## src/rtl/waterbear_core_p.sv

```systemverilog
// waterbear_core_p: multi-cycle accumulator CPU (IF/ID/EX/WB, 4 cycles/instr), internal data memory, debug read port.
// Optional JZ instruction (opcode 8) enabled by defining WATERBEAR_JZ_EN; otherwise opcode 8 is undefined.
module waterbear_core_p #(
  parameter int DW  = 8,
  parameter int AW  = 8,
  parameter int DAW = 6
) (
  input  logic           clk,
  input  logic           rst,
  input  logic           en,
  output logic [AW-1:0]  imem_addr,
  input  logic [15:0]    imem_rdata,
  output logic [AW-1:0]  pc,
  output logic [DW-1:0]  acc,
  output logic           zflag,
  output logic           cflag,
  output logic           halted,
  output logic           illegal,
  input  logic [DAW-1:0] dbg_addr,
  output logic [DW-1:0]  dbg_rdata
);

  typedef enum logic [2:0] {S_IF, S_ID, S_EX, S_WB, S_HALT} state_t;

  localparam logic [3:0] OP_NOP = 4'h0;
  localparam logic [3:0] OP_LDR = 4'h1;
  localparam logic [3:0] OP_STR = 4'h2;
  localparam logic [3:0] OP_ADD = 4'h3;
  localparam logic [3:0] OP_SUB = 4'h4;
  localparam logic [3:0] OP_EQU = 4'h5;
  localparam logic [3:0] OP_JMP = 4'h6;
  localparam logic [3:0] OP_HLT = 4'h7;
  localparam logic [3:0] OP_JZ  = 4'h8;

  state_t        state_q, state_d;
  logic [AW-1:0] pc_q, pc_d, npc_q, npc_d;
  logic [DW-1:0] acc_q, acc_d, opv_q, opv_d, res_q, res_d;
  logic          z_q, z_d, c_q, c_d, nz_q, nz_d, nc_q, nc_d, we_q, we_d;
  logic [15:0]   ir_q, ir_d;
  logic [DW-1:0] dmem_q [2**DAW];

  logic           dm_we;
  logic           illegal_c;
  logic [3:0]     opcode;
  logic [DAW-1:0] dm_addr;
  logic [DW-1:0]  imm_val;
  logic [AW-1:0]  jmp_tgt;
  logic [DW:0]    sum;

  assign opcode  = ir_q[15:12];
  assign dm_addr = ir_q[DAW-1:0];
  assign imm_val = DW'(ir_q[10:0]);
  assign jmp_tgt = AW'(ir_q[10:0]);
  assign sum     = {1'b0, acc_q} + {1'b0, opv_q};

  // EX only fills the pending result registers (res/nz/nc/npc/we); WB is the sole commit point.
  always_comb begin
    state_d   = state_q;
    pc_d      = pc_q;
    acc_d     = acc_q;
    z_d       = z_q;
    c_d       = c_q;
    ir_d      = ir_q;
    opv_d     = opv_q;
    res_d     = res_q;
    nz_d      = nz_q;
    nc_d      = nc_q;
    npc_d     = npc_q;
    we_d      = we_q;
    dm_we     = 1'b0;
    illegal_c = 1'b0;
    if (en) begin
      case (state_q)
        S_IF: begin
          ir_d    = imem_rdata;
          pc_d    = pc_q + AW'(1);
          state_d = S_ID;
        end
        S_ID: begin
          opv_d   = ir_q[11] ? imm_val : dmem_q[dm_addr];
          state_d = S_EX;
        end
        S_EX: begin
          res_d   = acc_q;
          nz_d    = z_q;
          nc_d    = c_q;
          npc_d   = pc_q;
          we_d    = 1'b0;
          state_d = S_WB;
          case (opcode)
            OP_NOP: ;
            OP_LDR: begin
              res_d = opv_q;
              nz_d  = (opv_q == '0);
            end
            OP_STR: we_d = 1'b1;
            OP_ADD: begin
              res_d = sum[DW-1:0];
              nc_d  = sum[DW];
              nz_d  = (sum[DW-1:0] == '0);
            end
            OP_SUB: begin
              res_d = acc_q - opv_q;
              nc_d  = (acc_q < opv_q);
              nz_d  = (acc_q == opv_q);
            end
            OP_EQU: nz_d = (acc_q == opv_q);
            OP_JMP: npc_d = jmp_tgt;
            OP_HLT: state_d = S_HALT;
`ifdef WATERBEAR_JZ_EN
            OP_JZ:  if (z_q) npc_d = jmp_tgt;
`else
            OP_JZ:  illegal_c = 1'b1;
`endif
            default: illegal_c = 1'b1;
          endcase
        end
        S_WB: begin
          acc_d   = res_q;
          z_d     = nz_q;
          c_d     = nc_q;
          pc_d    = npc_q;
          dm_we   = we_q;
          state_d = S_IF;
        end
        S_HALT: ;
        default: state_d = S_IF;
      endcase
    end
  end

  always_ff @(posedge clk) begin
    if (rst) begin
      state_q <= S_IF;
      pc_q    <= '0;
      acc_q   <= '0;
      z_q     <= 1'b0;
      c_q     <= 1'b0;
      ir_q    <= '0;
      opv_q   <= '0;
      res_q   <= '0;
      nz_q    <= 1'b0;
      nc_q    <= 1'b0;
      npc_q   <= '0;
      we_q    <= 1'b0;
    end else begin
      state_q <= state_d;
      pc_q    <= pc_d;
      acc_q   <= acc_d;
      z_q     <= z_d;
      c_q     <= c_d;
      ir_q    <= ir_d;
      opv_q   <= opv_d;
      res_q   <= res_d;
      nz_q    <= nz_d;
      nc_q    <= nc_d;
      npc_q   <= npc_d;
      we_q    <= we_d;
    end
  end

  // Data memory keeps its contents across reset; only the in-flight store is dropped.
  always_ff @(posedge clk) begin
    if (!rst && dm_we) dmem_q[dm_addr] <= acc_q;
  end

  assign imem_addr = pc_q;
  assign pc        = pc_q;
  assign acc       = acc_q;
  assign zflag     = z_q;
  assign cflag     = c_q;
  assign halted    = (state_q == S_HALT);
  assign illegal   = illegal_c & ~rst;
  assign dbg_rdata = dmem_q[dbg_addr];

endmodule

```

## config.mk

```make
export PLATFORM = sky130hd
export DESIGN_NAME = waterbear_core_p
export DESIGN_NICKNAME = d
export VERILOG_FILES = /design/src/rtl/waterbear_core_p.sv
export SDC_FILE = /design/constraint.sdc
export NUM_CORES = 1
export LEC_CHECK = 0
export CAP_MARGIN = 15
export CELL_PAD_IN_SITES_DETAIL_PLACEMENT = 1
export CELL_PAD_IN_SITES_GLOBAL_PLACEMENT = 1
export CORE_MARGIN = 1
export CORE_UTILIZATION = 45
export DETAILED_ROUTE_END_ITERATION = 8
export PLACE_DENSITY = 0.77
export SETUP_SLACK_MARGIN = 0.3
export SLEW_MARGIN = 10
export SYNTH_ARGS = -nofsm -noshare
export SYNTH_HDL_FRONTEND = slang
export SYNTH_SLANG_ARGS = --single-unit
```

## constraint.sdc

```tcl
create_clock -name clk -period 6.5 [get_ports clk]
set_input_delay 1.3 -clock clk [delete_from_list [all_inputs] [get_ports clk]]
set_output_delay 1.3 -clock clk [all_outputs]
set_load 0.005 [all_outputs]
```

---- Word-level counts from Yosys, hierarchy flattened ----
Memory sizes are Yosys's and may differ from the RTL's. A register that Yosys moved wholly into a read port is not among the register bits.
Cells that the tools add are included.
word-level totals
  bits in read-only memories .............. 0
  bits in writable memories ............... 512
  memories kept ........................... 1
  input port bits ......................... 25
  latch bits .............................. 0
  word-level logic and storage cells ...... 65
  flip-flop bits (word level) ............. 64
memory list
  name    depth  bits a word  read ports  clocked after memory_dff  wr ports  RTL line  text
  dmem_q  64     8            2           1                         1         40        logic [DW-1:0] dmem_q [2**DAW];
operators by class
  multiply operators ...................... 0
  equality and inequality tests ........... 12
  bitwise gates (word level) .............. 3
  $lt $le $gt $ge ......................... 1
  shift-type cells ........................ 0
  reductions and logical operators ........ 15
  muxes and demuxes ....................... 18
  divide/modulo/power cells ............... 0
  add/sub/neg operators ................... 3
operators by type and width
  cell                                                 count
  case mux 8 bit (3 select lines)                      1
  equality test 4 x 3 -> 1 bit, second input constant  4
  logical NOT 8 bit                                    2
  two-way mux 8 bit                                    2
  case mux 8 bit (2 select lines)                      1
  two-way mux 6 bit                                    2
  case mux 3 bit (4 select lines)                      1
  AND reduction 2 bit                                  6
  adder 8 x 8 -> 9 bit                                 1
  adder 8 x 1 -> 8 bit, second input constant          1
  equality test 4 x 2 -> 1 bit, second input constant  2
  equality test 8 bit                                  1
  < comparator 8 bit                                   1
  two-way mux 1 bit                                    8
  OR reduction 8 bit                                   1
  subtractor 8 bit                                     1
  equality test 3 x 2 -> 1 bit, second input constant  2
  equality test 4 x 1 -> 1 bit, second input constant  1
  logical NOT 4 bit                                    1
  equality test 3 x 1 -> 1 bit, second input constant  1
  equality test 3 bit, second input constant           1
  logical NOT 3 bit                                    1
  two-way mux 3 bit                                    1
  case mux 1 bit (3 select lines)                      1
  7 further kinds                                      8

---- Logic depth before layout (Yosys ltp) ----
Gate-level depths: netlist (run 1).
  depth in word-level cells ............... 6
  gate-level depth with buffers ........... 10
  mapped depth without buffers ............ 10

---- Worst setup path after synthesis (run 1) ----
Ideal clock, no wire load.
  path type ............................... input to output
  start point ............................. input port dbg_addr[1]
  end point ............................... output port dbg_rdata[6]
  arrival ................................. 3001 ps
  buffers on the path ..................... 2
  required time ........................... 5200 ps
  stages .................................. 6
  path slack .............................. 2199 ps
  cell sequence ........................... clkbuf_1 -> clkbuf_1 -> mux4_2 -> mux4_2 -> a22oi_1 -> nand2_1
on the way
  word-level cells in the longest chain between the ends .. 1
ends and longest elaborated chain
  what                 RTL line  text
  start, declared      19        input logic [DAW-1:0] dbg_addr,
  memory (64 x 8 bit)  --
  end, declared        20        output logic [DW-1:0] dbg_rdata
Every way passes these cells.

---- Worst setup path in the final report (run 1) ----
  start point ............................. input port dbg_addr[0]
  end point ............................... output port dbg_rdata[1]
Same word-level chain as after synthesis.

==> results.tsv, run 1 <==
metric	value	unit
grt_overflow	0	
finalWeightedCongestion	0.879	
setup_violations	0	
cts_resized	0	
cp_num_cells	7	
grt_first_pass_wirelength	121000	µm
drive_above_1_share	0.242	
tightest_slew	1.18	ns
wl_met1	31300	µm
syn_to_final_growth	12.3	%
cts_hold_buf	0	
track_usage	0.267	
ys_ff_latch	579	
critPathCapture	dbg_rdata[1]	
average_wire_per_standard_cell	32.6	µm
critPathLaunch	dbg_addr[0]	
post-route-drc-count	0	
critical-path-top-cell-by-count	sky130_fd_sc_hd__mux4_2	
die_area	0.0619	mm²
asyncSetResetFlopFracSynth	0	
postLayoutCoreUtil	0.511	
critPathLaunchType	input port	
grt_max_degree	70	
core_area	0.0602	mm²
first_global_vias	17500	
critical_path.reg2reg.startpoint	state_q[0]	
clk_latency	0.65	ns
critPathRequiredTime	5.20	ns
syn_area	0.0274	mm²
vias_per_cell	6.64	
final.setup.tns	0	ns
critPathMaxFanout	38	
avgSynthCellArea	16.6	µm²
synth_top_cell_area_share	0.561	
finalMaxSlewViolations	0	
layout_fillers	5562	
worst-path-buf-inv	3	
initial_core_util	0.455	
routed_vias	16800	
dieWidth	249	µm
count_of_nets_after_finishing	1735	
critPathMaxStageDelay	0.55	ns
dr.max_layer_used	met4	
holdCritPathClass	flop to flop	
cts_buffer_depth	3	
worst_ep_arrival_time	4.22	ns
yosys-top-cells-area	sky130_fd_sc_hd__edfxtp_1 56%, sky130_fd_sc_hd__mux4_2 22%, sky130_fd_sc_hd__dfxtp_1 4.9%	
dr.first_iter.drc_count	1908	
critical-path-top-delay-family	buffers and inverters	
layout.area.seq	0.0167	mm²
synth_top_cell_by_area	sky130_fd_sc_hd__edfxtp_1	
cap_viol_max_count	0	
synth-edff-count	512	
critical_path_class	input port to primary output	
design_power_total	0.00800	W
first_pass_iters	5	
maximum_frequency_from_static_timing_analysis	181	MHz
worstSetupEndpointType	primary output	
top_level_ports	61	
min_period_over_period	0.849	
cts_sink_count	579	
multi_input_comb_area	0.0101	mm²
fp.dieH	249	µm
critical_path.reg2reg.endpoint	dmem_q[39][7]	
netlist-cell-type-count	58	
cts_tree	done	
finClkSkew	0.0229	ns
total_leakage_power	7.91	nW
r2r_slack	2.75	ns
path_clk_slew	0.06	ns
syn_nets	1698	
synth_top_flop_cell	sky130_fd_sc_hd__edfxtp_1	
max_stage_delay_cell_worst_path	sky130_fd_sc_hd__mux4_2	
worst_ir_drop_vdd	0.169	mV
pwr_per_cell_area	260	mW/mm²
drt.antenna.violating_nets	0	
tritoncts.num_buffers	60	
timing_hold_violations_final	0	
r2r_cells	5	
cts_root_buffer	sky130_fd_sc_hd__clkbuf_16	
cp_cell_sequence	clkbuf_8 -> buf_12 -> mux4_2 -> mux4_2 -> a22oi_1 -> nand2_1 -> clkdlybuf4s50_1	
met2RoutedLength	40300	µm
ys_seq_area_frac	0.610	
timing.max_slew.rel_slack	0.213	
dr_wl_met3	6900	µm
outcome	complete, no violations	
shortest_period_the_worst_path_allows	5.52	ns
drt_wl_total	82300	µm
grt_antenna_before_repair	0	
yosys_warnings	0	
cts.repair_timing.setup_buffer_count	0	
dpl.hpwl	53600	µm
h_tree_depth	2	
syn_inst	1654	
placement_rows	90	
buffer_ports.inserted	57	
unrepaired_setup_endpoints_after_global_routing	no	
[cell usage in the layout, fill, tap and decap left out, types with 5 or more instances in the layout]
cell type / count
sky130_fd_sc_hd__clkbuf_8: 5
sky130_fd_sc_hd__nand3b_1: 7
sky130_fd_sc_hd__a21oi_1: 51
sky130_fd_sc_hd__nand2_1: 98
sky130_fd_sc_hd__dfxtp_2: 9
sky130_fd_sc_hd__nand3_1: 31
sky130_fd_sc_hd__buf_12: 5
sky130_fd_sc_hd__nor4_1: 5
sky130_fd_sc_hd__mux2i_1: 82
sky130_fd_sc_hd__o21ai_0: 57
sky130_fd_sc_hd__nor3b_1: 6
sky130_fd_sc_hd__a22oi_1: 25
sky130_fd_sc_hd__clkinv_2: 14
sky130_fd_sc_hd__clkdlybuf4s50_1: 53
sky130_fd_sc_hd__nor2_1: 117
sky130_fd_sc_hd__clkinv_1: 13
sky130_fd_sc_hd__inv_1: 16
sky130_fd_sc_hd__nand2b_1: 8
sky130_fd_sc_hd__edfxtp_1: 512
sky130_fd_sc_hd__buf_4: 38
sky130_fd_sc_hd__a31oi_1: 9
sky130_fd_sc_hd__clkbuf_1: 11
sky130_fd_sc_hd__mux4_2: 264
sky130_fd_sc_hd__ha_1: 17
sky130_fd_sc_hd__o22ai_1: 39
sky130_fd_sc_hd__bufinv_16: 6
sky130_fd_sc_hd__nor3_1: 7
sky130_fd_sc_hd__clkbuf_16: 62
sky130_fd_sc_hd__dfxtp_1: 56
sky130_fd_sc_hd__a211oi_1: 40
sky130_fd_sc_hd__nor2b_1: 10
[metal layers]
metal,track usage,vias to the layer above
met5,0,-
met4,0.112,0
met3,0.0511,188
met2,0.442,857
met1,0.347,8834
li1,-,6890
[Yosys cell counts, drive strengths merged, types with 4 or more instances]
master,n
o21ai,58
buf,57
nand2,98
nor3,8
nor4,6
ha,17
a221oi,4
a22oi,25
a21oi,51
a31oi,9
clkbuf,67
nand3,31
inv,16
and3,4
nor3b,6
nand2b,8
nand3b,7
xnor2,4
dfxtp,67
nor2,117
mux2i,82
or3,4
o22ai,39
nor2b,10
edfxtp,512
a211oi,40
mux4,264
[worst reg2reg max path: stages (launching register included)]
cell and delay, ns:
sky130_fd_sc_hd__dfxtp_1 0.47, sky130_fd_sc_hd__and2b_1 0.28, sky130_fd_sc_hd__and3_1 0.48, sky130_fd_sc_hd__and4b_1 0.36, sky130_fd_sc_hd__nand3_1 0.67, sky130_fd_sc_hd__nor2_1 1.10
[power breakdown]
group	internal (W)	switching (W)
Sequential	0.00401	0.0000502
Clock	0.00202	0.00149
Combinational	0.000174	0.000256
[kinds of logic (layout without fill, tap and decap cells)]
kind of cell	after synthesis	in the layout	synth area share
AND/OR/NAND/NOR	315	315	0.0523
AO/OA/AOI/OAI	250	250	0.0575
multiplexers	347	347	0.247
adder cells (fa/ha/maj)	19	19	0.00922
other	0	1	0
flip-flops	579	579	0.610
buffers and inverters	140	229	0.0226
XOR/XNOR	4	4	0.00128
[per-stage QoR]
stage | worst slack [ns] | cell area (µm²) | hold slack [ns] | instances
2_1_floorplan | 2.20 | 27400 | 0.432 | 1654
3_3_place_gp | 1.05 | 28800 | 0.431 | 2411
3_5_place_dp | 1.01 | 28800 | 0.445 | 2411
4_1_cts | 0.996 | 30800 | 0.454 | 2525
5_1_grt | 0.897 | 30800 | 0.474 | 2525
6_report | 0.984 | 30800 | 0.456 | 2526
[how the worst min path moves through the flow]
stage | from | to | slack [ns] | cells after the start
after global routing | res_q[5] | acc[5] | 0.47 | 2
after detailed placement | res_q[5] | acc[5] | 0.45 | 2
after floorplan | res_q[5] | acc[5] | 0.43 | 2
after CTS | res_q[5] | acc[5] | 0.45 | 2
final | res_q[5] | acc[5] | 0.46 | 2
after global placement | res_q[0] | acc[0] | 0.43 | 2
[state kept, by name, summed over array words and instances, names as in the netlist, 3 cells and up, named ones only]
signal	count
opv_q	8
state_q	3
imem_addr	8
ir_q	13
acc	8
npc_q	8
res_q	8
dmem_q	512
[area by class of cell]
class / count / area share
antenna: 1 / 0.0000813
clock buffer: 77 / 0.0535
clock inverter: 37 / 0.0110
inverter: 16 / 0.00195
multi-input combinational: 935 / 0.327
sequential: 579 / 0.544
tap: 782 / 0.0318
timing repair buffer: 99 / 0.0305
Note: power is estimated with default switching activity, not from simulation.
==> run 2, diff against run 1 <==
- clock period: 6.5 -> 5.4 ns (I/O delays scaled with it)
==> run 2 against run 1 <==
  * Global-route usage is 1.6 points higher
  * Sequential power rose by 20%
  * Worst hold slack worse by 0.0022 ns
  * Core utilization up 1.1 points
  * Critical path depth is the same
  * Die area stayed put
  * Flip-flop and latch count unchanged
  * Count of clock-buffer cells in the layout is 7 lower
  * Total power is 22% higher
  * Register-to-register slack worse by 0.81 ns
  * First-iteration DRC count rose by 12%
  * Cell count rose by 2.7%
  * Critical path type unchanged
  * Critical endpoint is now dbg_rdata[6]
  * Largest cell class unchanged
==> results.tsv, run 2 (synthesized netlist as in run 1, its figures left out) <==
metric	value	unit	change
finalMaxSlewViolations	0		unchanged
tritoncts.num_buffers	59		was 60
grt_antenna_before_repair	0		unchanged
maximum_frequency_from_static_timing_analysis	204	MHz	
post-route-drc-count	0		unchanged
critPathLaunchType	input port		unchanged
cts_tree	done		unchanged
final.setup.tns	0	ns	unchanged
grt_overflow	0		unchanged
timing_hold_violations_final	0		unchanged
average_wire_per_standard_cell	33.6	µm	was 32.6 µm
critPathRequiredTime	4.32	ns	was 5.20 ns
core_area	0.0602	mm²	unchanged
worst_hold_path.endpoint	acc[5]		unchanged
pwr_per_cell_area	311	mW/mm²	was 260 mW/mm²
drt_wl_total	87100	µm	was 82300 µm
cp_cell_sequence	clkbuf_8 -> buf_12 -> mux4_2 -> mux4_2 -> a22oi_1 -> nand2_1 -> clkdlybuf4s50_1		unchanged
first_global_vias	18200		was 17500
track_usage	0.283		was 0.267
worstSetupEndpointType	primary output		unchanged
critPathMaxStageDelay	0.60	ns	was 0.55 ns
post_dp_cell_area	0.0294	mm²	was 0.0288 mm²
tightest_slew	1.03	ns	was 1.18 ns
clk_latency	0.64	ns	was 0.65 ns
proportion_of_power_drawn_by_the_clock_network	0.446		was 0.439
drive_above_1_share	0.275		was 0.242
critical-path-top-cell-by-count	sky130_fd_sc_hd__mux4_2		unchanged
timing.max_slew.rel_slack	0.313		was 0.213
path_clk_slew	0.06	ns	about the same
p_sw_frac	0.225		about the same
dpl.hpwl	58300	µm	was 53600 µm
outcome	complete, no violations		unchanged
min_period_over_period	0.908		
grt_max_degree	70		unchanged
p_int	0.00757	W	was 0.00620 W
setup_violations	0		unchanged
finClkSkew	0.0340	ns	was 0.0229 ns
shortest_period_the_worst_path_allows	4.90	ns	
cts.repair_timing.setup_buffer_count	0		unchanged
placement_rows	90		unchanged
layout_fillers	5501		was 5562
total_leakage_power	8.33	nW	was 7.91 nW
layout.cells.most_common_list	512 x sky130_fd_sc_hd__edfxtp_1, 264 x sky130_fd_sc_hd__mux4_2, 117 x sky130_fd_sc_hd__nor2_1		unchanged
largest_registers	dmem_q x512, ir_q x13		unchanged
die_area	0.0619	mm²	unchanged
initial_core_util	0.455		unchanged
most_flops_register	dmem_q		unchanged
dr.first_iter.drc_count	2129		was 1908
holdCritPathClass	flop to flop		unchanged
worst_hold_path.num_cells	2		unchanged
pwr-share-comb	0.054		about the same
grt_first_pass_wirelength	127000	µm	was 121000 µm
critical_path.reg2reg.endpoint	nc_q		was dmem_q[39][7]
antenna_cells_inserted	0		was 1
worst_ir_drop_vdd	0.236	mV	was 0.169 mV
cap_viol_max_count	0		unchanged
hold_path_startpoint	res_q[5]		unchanged
share_seq_of_total_power	0.500		was 0.507
worst_ep_arrival_time	3.82	ns	was 4.22 ns
cts_buffer_depth	3		unchanged
flip_flop_count_of_the_largest_register_after_layout	512		unchanged
unrepaired_setup_endpoints_after_global_routing	no		unchanged
max_stage_delay_cell_worst_path	sky130_fd_sc_hd__mux4_2		unchanged
power.switching	0.00219	W	was 0.00180 W
layout_commonest_cell	sky130_fd_sc_hd__edfxtp_1		unchanged
first_pass_iters	5		unchanged
cts_sink_count	579		unchanged
critical_path.reg2reg.startpoint	acc[1]		was state_q[0]
r2r_cells	7		was 5
finalWeightedCongestion	0.896		was 0.879
r2r_slack	1.94	ns	was 2.75 ns
routed_vias	17400		was 16800
dieWidth	249	µm	unchanged
cts_root_buffer	sky130_fd_sc_hd__clkbuf_16		unchanged
design_power_total	0.00977	W	was 0.00800 W
top_level_ports	61		unchanged
cts_hold_buf	0		unchanged
drt.antenna.violating_nets	0		unchanged
critical_path_class	input port to primary output		unchanged
vias_per_cell	6.69		was 6.64
cts_resized	0		unchanged
final_design_area_no_fill	0.0314	mm²	was 0.0308 mm²
syn_to_final_growth	14.6	%	was 12.3%
count_of_nets_after_finishing	1804		was 1735
h_tree_depth	2		unchanged
critPathMaxFanout	55		was 38
fp.dieH	249	µm	unchanged
postLayoutCoreUtil	0.521		was 0.511
buffer_ports.inserted	57		unchanged
-- run 2: cell count changes in the layout (fill, tap and decap cells not counted), moves of 3 or more --
cell / delta
sky130_fd_sc_hd__buf_4: +66
sky130_fd_sc_hd__clkinv_2: +3
sky130_fd_sc_hd__clkbuf_1: -5
sky130_fd_sc_hd__clkinv_1: -4
sky130_fd_sc_hd__buf_12: +4
sky130_fd_sc_hd__bufinv_16: +3
-- run 2: layout make-up --
class / count / area, µm² / share of cell area
sequential: 579 / 16700 / 0.533
multi-input combinational: 935 / 10100 / 0.321
clock buffer: 70 / 1590 / 0.0506
timing repair buffer: 169 / 1520 / 0.0482
tap: 782 / 978 / 0.0311
clock inverter: 42 / 458 / 0.0146
inverter: 16 / 60.1 / 0.00191
-- run 2: worst max path at each step --
stage / from / endpoint / slack [ns] / depth (start not counted)
final: dbg_addr[0] / dbg_rdata[6] / 0.50 / 7
after global routing: dbg_addr[0] / dbg_rdata[6] / 0.41 / 7
after detailed placement: dbg_addr[0] / dbg_rdata[6] / 0.48 / 7
after CTS: dbg_addr[0] / dbg_rdata[6] / 0.47 / 7
after global placement: dbg_addr[0] / dbg_rdata[6] / 0.50 / 7
after floorplan: dbg_addr[1] / dbg_rdata[6] / 1.54 / 6
-- run 2: power by group through the flow --
stage / clock (W) / sequential (W) / combinational (W)
after CTS: 0.00439 / 0.00488 / 0.000526
after global routing: 0.00453 / 0.00489 / 0.000558
after detailed placement: 0 / 0.00498 / 0.000522
after global placement: 0 / 0.00498 / 0.000509
final: 0.00435 / 0.00488 / 0.000529
after floorplan: 0 / 0.00493 / 0.000380
-- run 2: through the flow --
step | hold WS, ns | worst slack, ns | cells
after detailed placement | 0.441 | 0.479 | 2481
after floorplan | 0.432 | 1.54 | 1654
after global placement | 0.437 | 0.500 | 2481
final | 0.454 | 0.496 | 2593
after global routing | 0.477 | 0.410 | 2593
after CTS | 0.452 | 0.471 | 2593
-- run 2: routing by layer --
metal / vias to the layer above / GRT usage / wire, µm
li1: 7022 / - / -
met1: 9191 / 0.368 / 32700
met2: 935 / 0.474 / 43300
met3: 207 / 0.0437 / 6920
met4: 0 / 0.123 / 4150
met5: - / 0 / 0
-- run 2: worst max-delay path, delay by kind of cell --
| kind | cells | cell delay [ns] |
|---|---|---|
| buf+inv | 3 | 1.21 |
| simple gates | 1 | 0.10 |
| mux | 2 | 1.17 |
| compound gates | 1 | 0.21 |
